==> src/rtl/pll_mode_reconfig.sv <==
// pll_mode_reconfig: N-mode PLL K-fraction reconfiguration sequencer over Avalon-MM to pll_hdmi_cfg.
// Optional lock wait with timeout when PLLCFG_LOCKWAIT_EN is defined.
module pll_mode_reconfig #(
  parameter int NUM_MODES     = 2,
  parameter int MODE_W        = 1,
  parameter int STABLE_CYCLES = 4,
  parameter int LOCK_TIMEOUT  = 50000
) (
  input  logic                   CLK_50M,
  input  logic                   reset,
  input  logic [MODE_W-1:0]      mode_in,
  input  logic [NUM_MODES*32-1:0] frac_table,
  input  logic                   mgmt_waitrequest,
  output logic                   mgmt_write,
  output logic [5:0]             mgmt_address,
  output logic [31:0]            mgmt_writedata,
  input  logic                   pll_locked,
  output logic                   busy,
  output logic [MODE_W-1:0]      applied_mode,
  output logic                   lock_timeout
);
  localparam int CW = $clog2(STABLE_CYCLES + 1);
  localparam logic [CW-1:0] SC = CW'(STABLE_CYCLES);
  typedef enum logic [2:0] {IDLE, WR_MODE, WR_FRAC, WR_START, WAIT_LOCK} state_t;
  state_t            state;
  logic [MODE_W-1:0] mode_m, mode_s, tgt;
  logic [CW-1:0]     cnt;
  logic              programmed, launch;
  logic [31:0]       frac [NUM_MODES];
  for (genvar i = 0; i < NUM_MODES; i++) begin : g_frac
    assign frac[i] = frac_table[32*i +: 32];
  end
  assign launch = cnt == SC && 32'(mode_s) < 32'(NUM_MODES) && (mode_s != applied_mode || !programmed);
  // Counter clears in the same cycle mode_s takes a new value.
  always_ff @(posedge CLK_50M) begin
    if (reset) begin
      mode_m <= '0;
      mode_s <= '0;
      cnt    <= '0;
    end else begin
      mode_m <= mode_in;
      mode_s <= mode_m;
      cnt    <= mode_m != mode_s ? '0 : cnt == SC ? cnt : cnt + 1'b1;
    end
  end
`ifdef PLLCFG_LOCKWAIT_EN
  localparam int TW = $clog2(LOCK_TIMEOUT + 1) < 4 ? 4 : $clog2(LOCK_TIMEOUT + 1);
  logic          lock_m, lock_s, lock_ok;
  logic [TW-1:0] wcnt;
  assign lock_ok = wcnt >= TW'(7) && lock_s;
  always_ff @(posedge CLK_50M) begin
    if (reset) begin
      lock_m <= 1'b0;
      lock_s <= 1'b0;
    end else begin
      lock_m <= pll_locked;
      lock_s <= lock_m;
    end
  end
`else
  logic unused_lock;
  assign unused_lock  = pll_locked;
  assign lock_timeout = 1'b0;
`endif
  // Each WR_* state issues its write when mgmt_write is low, so the cycle after acceptance is idle.
  always_ff @(posedge CLK_50M) begin
    if (reset) begin
      state          <= IDLE;
      mgmt_write     <= 1'b0;
      mgmt_address   <= '0;
      mgmt_writedata <= '0;
      busy           <= 1'b0;
      applied_mode   <= '0;
      programmed     <= 1'b0;
      tgt            <= '0;
`ifdef PLLCFG_LOCKWAIT_EN
      lock_timeout   <= 1'b0;
      wcnt           <= '0;
`endif
    end else begin
      case (state)
        IDLE: if (launch) begin
          tgt            <= mode_s;
          state          <= WR_MODE;
          mgmt_write     <= 1'b1;
          mgmt_address   <= 6'd0;
          mgmt_writedata <= '0;
          busy           <= 1'b1;
`ifdef PLLCFG_LOCKWAIT_EN
          lock_timeout   <= 1'b0;
`endif
        end
        WR_MODE: if (!mgmt_waitrequest) begin
          mgmt_write <= 1'b0;
          state      <= WR_FRAC;
        end
        WR_FRAC: if (!mgmt_write) begin
          mgmt_write     <= 1'b1;
          mgmt_address   <= 6'd7;
          mgmt_writedata <= frac[tgt];
        end else if (!mgmt_waitrequest) begin
          mgmt_write <= 1'b0;
          state      <= WR_START;
        end
        WR_START: if (!mgmt_write) begin
          mgmt_write     <= 1'b1;
          mgmt_address   <= 6'd2;
          mgmt_writedata <= '0;
        end else if (!mgmt_waitrequest) begin
          mgmt_write <= 1'b0;
`ifdef PLLCFG_LOCKWAIT_EN
          state      <= WAIT_LOCK;
          wcnt       <= '0;
`else
          state        <= IDLE;
          applied_mode <= tgt;
          programmed   <= 1'b1;
          busy         <= 1'b0;
`endif
        end
`ifdef PLLCFG_LOCKWAIT_EN
        WAIT_LOCK: begin
          wcnt <= wcnt + 1'b1;
          if (lock_ok || wcnt == TW'(LOCK_TIMEOUT - 1)) begin
            lock_timeout <= !lock_ok;
            state        <= IDLE;
            applied_mode <= tgt;
            programmed   <= 1'b1;
            busy         <= 1'b0;
          end
        end
`endif
        default: state <= IDLE;
      endcase
    end
  end
endmodule

==> config.mk <==
export PLATFORM = sky130hd
export DESIGN_NAME = pll_mode_reconfig
export DESIGN_NICKNAME = d
export VERILOG_FILES = /design/src/rtl/pll_mode_reconfig.sv
export SDC_FILE = /design/constraint.sdc
export NUM_CORES = 1
export LEC_CHECK = 0
export ABC_AREA = 1
export BUFFER_PORTS_ARGS = -buffer_cell sky130_fd_sc_hd__buf_2
export CORE_ASPECT_RATIO = 1.25
export CORE_MARGIN = 2
export CORE_UTILIZATION = 49
export CTS_BUF_LIST = sky130_fd_sc_hd__clkbuf_4
export CTS_CLUSTER_SIZE = 28
export DETAILED_ROUTE_END_ITERATION = 16
export PLACE_DENSITY = 0.82
export SLEW_MARGIN = 20
export SYNTH_ARGS = -nofsm -noshare
export SYNTH_HDL_FRONTEND = slang
export SYNTH_SLANG_ARGS = --single-unit
==> constraint.sdc <==
create_clock -name CLK_50M -period 2.2 [get_ports CLK_50M]
set_clock_uncertainty 0.1 [all_clocks]
set_input_delay 0.33 -clock CLK_50M [delete_from_list [all_inputs] [get_ports CLK_50M]]
set_output_delay 0.33 -clock CLK_50M [all_outputs]
set_load 0.05 [all_outputs]
* Yosys cells after proc, flatten, opt, wreduce, memory -nomap -nowiden *
Index checks and enable logic that the tools add are counted.

storage, ports and cells
  RAM bits = 0
  memories kept = 0
  register bits = 51
  latch bits = 0
  bits in read-only memories = 0
  input bits = 69

operators by class
  add/subtract/negate cells = 1
  order comparisons = 1
  multipliers = 0
  muxes and demuxes = 25
  div/mod/pow operators = 0
  equality and inequality tests = 14
  reduce and logical (&&, ||, !) cells = 15
  shift-type cells = 0
  bitwise operators = 2

operators by type and width
  cell                                           count
  2-to-1 mux 32 bit                              6
  one-hot mux 32 bit (3 select lines)            1
  2-to-1 mux 3 bit                               6
  2-to-1 mux 6 bit                               3
  one-hot mux 6 bit (3 select lines)             1
  inequality test 2 bit, second input constant   8
  one-hot mux 3 bit (4 select lines)             1
  AND reduction 4 bit                            2
  == test 3 x 2 -> 1 bit, second input constant  2
  AND reduction 3 bit                            2
  AND reduction 6 bit                            1
  nonzero test 3 bit                             2
  2-to-1 mux 1 bit                               5
  OR reduction 2 bit                             2
  adder 3 x 1 -> 3 bit, second input constant    1
  == test 3 x 1 -> 1 bit, second input constant  1
  == test 3 bit, second input constant           1
  logical NOT 3 bit                              1
  one-hot mux 1 bit (3 select lines)             1
  >= comparator 2 bit, second input constant     1
  inequality test 1 bit                          2
  inverter 1 -> 2 bit                            1
  one-hot mux 1 bit (2 select lines)             1
  AND reduction 2 bit                            1
  other kinds (5)                                5

* Depth between registers and ports, before layout *
  depth after elaboration = 6
  depth in mapped cells = 11
  depth with buffers taken out = 10

* Least setup slack after synthesis *
No wires, ideal clock.

  kind = reg2reg
  start = register applied_mode
  end = register mgmt_writedata[11]
  data required time = 1.989 ns
  library setup time = 0.111 ns
  setup slack = 0.527 ns
  arrival time = 1.462 ns
  clock period less this slack = 1.673 ns
  stages on the path, launching flop included = 11
  cell sequence = dfxtp_1 > inv_1 > nand2_1 > nand3_2 > nand2_2 > nand2_4 > nand2_4 > inv_4 > buf_6 > nor2_2 > nor2_2

on the way
  longest elaborated chain between the ends = 5

RTL lines
  what                                    line  source
  from (decl)                             19    output logic [MODE_W-1:0] applied_mode,
  from (signal assigned)                  116   applied_mode <= tgt;
  inequality test 1 bit                   33    assign launch = cnt == SC && 32'(mode_s) < 32'(NUM_MODES) && (mode_s != applied_mode || !programmed);
  logical OR 1 bit                        33
  logical AND 1 bit                       33
  inequality test 2 bit (no source line)  n/a
  AND reduction 4 bit (no source line)    n/a
  to (signal assigned)                    100   mgmt_writedata <= frac[tgt];
  to (decl)                               16    output logic [31:0] mgmt_writedata,

No other way between the ends.
A chain may end at the register's enable or synchronous reset.

* Worst setup path in the final report *
  start = register state[0]
  end = register mgmt_address[0]

on the way
  longest elaborated chain between the ends = 3
  elaborated cells between the ends (all ways) = 9
  those cells by class = 5 x eq/ne; 1 x mux; 3 x reduce/logical

RTL lines
  what                                                                          line  source
  from (decl)                                                                   25    state_t state;
  from (signal assigned)                                                        68    state <= IDLE;
  from (signal assigned)                                                        84    state <= WR_MODE;
  from (signal assigned)                                                        95    state <= WR_FRAC;
  == test 3 x 2 -> 1 bit or logical NOT 3 bit (tied branches)                   81    case (state)
  inequality test 2 bit (no source line) or nonzero test 3 bit (tied branches)  n/a
  AND reduction 4 bit (no source line)                                          n/a
  to (signal assigned)                                                          86    mgmt_address <= 6'd0;
  to (signal assigned)                                                          99    mgmt_address <= 6'd7;
  to (signal assigned)                                                          107   mgmt_address <= 6'd2;
  to (decl)                                                                     15    output logic [5:0] mgmt_address,

Several ways; a longest one is shown, not always the timed one.

==> results.py <==
metrics = {
    "power_and_ir_drop": {
        "p_sw_share_pct": 50.80,
        "seqPwrFrac_pct": 30.2,
        "clockPowerShare_pct": 13.8,
        "power.internal_uw": 1850,
        "irDropWorstVdd_mv": 0.6562,
        "power-per-cell-area_nw_per_um2": 1189,
        "leakage_uw": 0.001629,
        "switchingPower_uw": 1910,
        "p_comb_share_pct": 56.0,
    },
    "routing": {
        "antenna_left": 0,
        "drcViolationCount": 0,
        "dr.pass1.iters": 4,
        "vias_per_cell": 4.846,
        "wl_um": 5864,
        "routedWlPerCell_um": 10.78,
        "via_count": 2636,
        "drtIter0Drc": 88,
    },
    "logic_synthesis": {
        "ys_ff_latch": 46,
        "synth_warnings": 0,
        "postSynthCellCount": 386,
        "syn_area_um2": 2569,
        "synth_top_family_by_area": "simple AND/OR/NAND/NOR gates",
        "synth_mux_area_share_pct": 0,
        "ys_types": 25,
        "syn_area_per_cell_um2": 6.655,
        "synth-compound-area-share_pct": 10.47,
        "synth-simple-area-share_pct": 39.45,
        "synth-adder-area-share_pct": 3.410,
        "synth_seq_area_share_pct": 35.85,
        "synth_xor_area_share_pct": 0.3410,
    },
    "setup_path": {
        "worstSetupEndpointType": "flip-flop",
        "worstPathCellList": "inv_1 > ha_1 > inv_2 > nand2_2 > a21oi_4 > nand2_4 > inv_6 > nor2_1 > nor2_1",
        "start_kind": "flip-flop",
        "slowest_delay_ns": 0.38,
        "crit_type": "reg2reg",
        "path_max_fanout": 26,
        "cp_top_family": "buffers and inverters",
        "crit_path_frequent_cell": "nor2_1",
        "cp_data_arrival_time_ns": 2.19,
        "slowest_stage": "dfxtp_1",
        "crit_required_ns": 2.42,
        "critPathBufInv": 3,
    },
    "die": {
        "fp.dieH_um": 84.95,
        "initial_core_util_pct": 50.57,
        "core_um2": 5080,
        "row_count": 29,
        "die_x_um": 68.76,
        "io_pins": 111,
        "die-area_um2": 5841,
    },
    "timing": {
        "min_period_ns": 1.974,
        "finalCritPeriodShare_pct": 89.72,
        "hold_ws_ns": 0.06899,
        "finalSetupTns_ns": 0,
        "setup_violations": 0,
        "drv_slew": 0,
        "hold_viol_final": 0,
        "setup_slack_ns": 0.2261,
        "rsz0062_at_grt": "false",
        "fmax_mhz": 506.6,
    },
    "place": {
        "gp_congestion": 0.8248,
        "port-buffer-count": 105,
        "dp_slack_ns": 0.1645,
        "dp.final_hpwl_um": 4379,
    },
    "final_layout": {
        "drive_above_1_share_pct": 35.48,
        "antenna_cells": 0,
        "nFillCells": 498,
        "syn2layout_area_growth_pct": 23.04,
        "layout.nets": 557,
        "multi_input_area_um2": 1394,
        "ff_latch_area_um2": 920.9,
    },
    "grt": {
        "grt_pass1_vias": 2222,
        "grt_max_degree": 34,
        "grt_overflow_total": 0,
        "grt_pass1_wl_um": 9328,
        "antenna_found_initial": 0,
        "grt_usage_pct": 20.54,
    },
    "clocking": {
        "tritoncts": "yes",
        "cts_buffers": 5,
        "clock_latency_ns": 0.36,
        "cts_sinks": 46,
        "htreeDepth": 2,
        "clk_pin_slew_ns": 0.14,
        "cts_root_buf": "clkbuf_4",
        "clockBufferDepth": 2,
    },
    "run": {
        "maxCapViolations": 0,
    },
    "outcome": {
        "outcome": "finished, final reports clean",
    },
    "worst_hold_path": {
        "hold_path_class": "in2reg",
    },
}
==> path summary, 6_finish.rpt <==
kind                            startpoint         endpoint  slack (ns)  cells after the start
worst max-delay path              state[0]  mgmt_address[0]        0.23                      9
worst min-delay path               mode_in           mode_m        0.07                      3
worst min register to register      mode_m           mode_s        0.34                      2
worst max register to register    state[0]  mgmt_address[0]        0.23                      9
==> registers in the layout (all words and copies together), names as in the netlist <==
name            cells
applied_mode        1
busy                1
cnt                 3
mgmt_address        2
mgmt_write          1
mgmt_writedata     32
mode_m              1
mode_s              1
programmed          1
state               2
tgt                 1
==> repair_timing <==
action                                  4_1_cts  5_1_grt
gates resized for setup                       0        1
buffers inserted                              0        0
endpoints found under the setup margin        0        6
hold buffers                                  0        0
==> through the flow <==
step,instances,util [%],instance area (um^2),power [uW]
finish,544,62.22,3161,3759
global route,544,62.22,3161,4042
CTS,544,62.17,3158,3788
detailed placement,536,60.54,3075,3265
global placement,536,60.54,3075,3216
floorplan,389,-,2580,2920
==> power by group through the flow <==
stage | clock network (uW) | registers [uW] | logic, uW
final | 518 | 1140 | 2100
after global routing | 564 | 1160 | 2320
after CTS | 531 | 1140 | 2120
after detailed placement | 0 | 1160 | 2110
after global placement | 0 | 1150 | 2070
after floorplan | 0 | 1720 | 1200
==> cell usage after synthesis <==
cell / number / area [um^2]
o21ai_0: 42 / 210.2
nand4_1: 3 / 18.77
conb_1: 1 / 3.750
xnor2_1: 1 / 8.760
inv_4: 1 / 6.260
nor2_1: 100 / 375.4
buf_6: 3 / 33.78
dfxtp_1: 46 / 920.9
clkbuf_2: 1 / 5.000
nand2_1: 54 / 202.7
buf_2: 10 / 50.05
clkbuf_1: 7 / 26.28
inv_2: 2 / 7.510
nor2_2: 40 / 250.2
a21oi_1: 7 / 35.03
o21a_1: 1 / 7.510
buf_4: 6 / 45.04
clkinv_2: 1 / 5.000
inv_1: 23 / 86.33
nand3_1: 23 / 115.1
nand3_2: 1 / 10.01
nand2_2: 3 / 18.77
ha_1: 7 / 87.58
a21oi_4: 1 / 16.27
nand2_4: 2 / 22.52
==> layout by cell type, fill, tap and decap left out <==
| master | instances |
|---|---|
| nor2_2 | 40 |
| nand2_1 | 54 |
| ha_1 | 7 |
| xnor2_1 | 1 |
| buf_4 | 7 |
| clkbuf_4 | 5 |
| a21oi_4 | 1 |
| nor2_1 | 100 |
| buf_2 | 105 |
| nand4_1 | 3 |
| o21ai_0 | 42 |
| inv_1 | 23 |
| o21a_1 | 1 |
| nand2_4 | 2 |
| conb_1 | 4 |
| nand3_2 | 1 |
| nand3_1 | 23 |
| inv_2 | 2 |
| nand2_2 | 3 |
| a21oi_1 | 7 |
| dfxtp_1 | 46 |
| inv_6 | 1 |
| bufinv_16 | 1 |
| clkinvlp_4 | 2 |
| clkinv_2 | 1 |
==> worst min-delay path: stages <==
cell and delay [ns]:
buf_2 0.09, inv_1 0.04, nor2_1 0.03
==> layout make-up <==
type	count	area share, %
Multi-Input combinational cell	289	44.10
Sequential cell	46	29.14
Timing Repair Buffer	112	18.29
Inverter	27	3.405
Tap cell	62	2.454
Clock inverter	3	1.425
Clock buffer	5	1.188
==> metal layers <==
metal	part of all wire (%)	routed length, um	global-route usage [%]
met2	52	3053	37.50
met1	42	2451	23.18
met3	4.9	287	4.111
met4	1.2	72	6.239
met5	0	0	0
==> cells by family after synthesis <==
group | after synthesis
other | 1
adders and majority gates | 7
buffers and inverters | 54
and+or+nand+nor | 226
DFF | 46
AOI/OAI and AO/OA | 51
xor gates and xnor gates | 1
(Power assumes the default switching activity.)
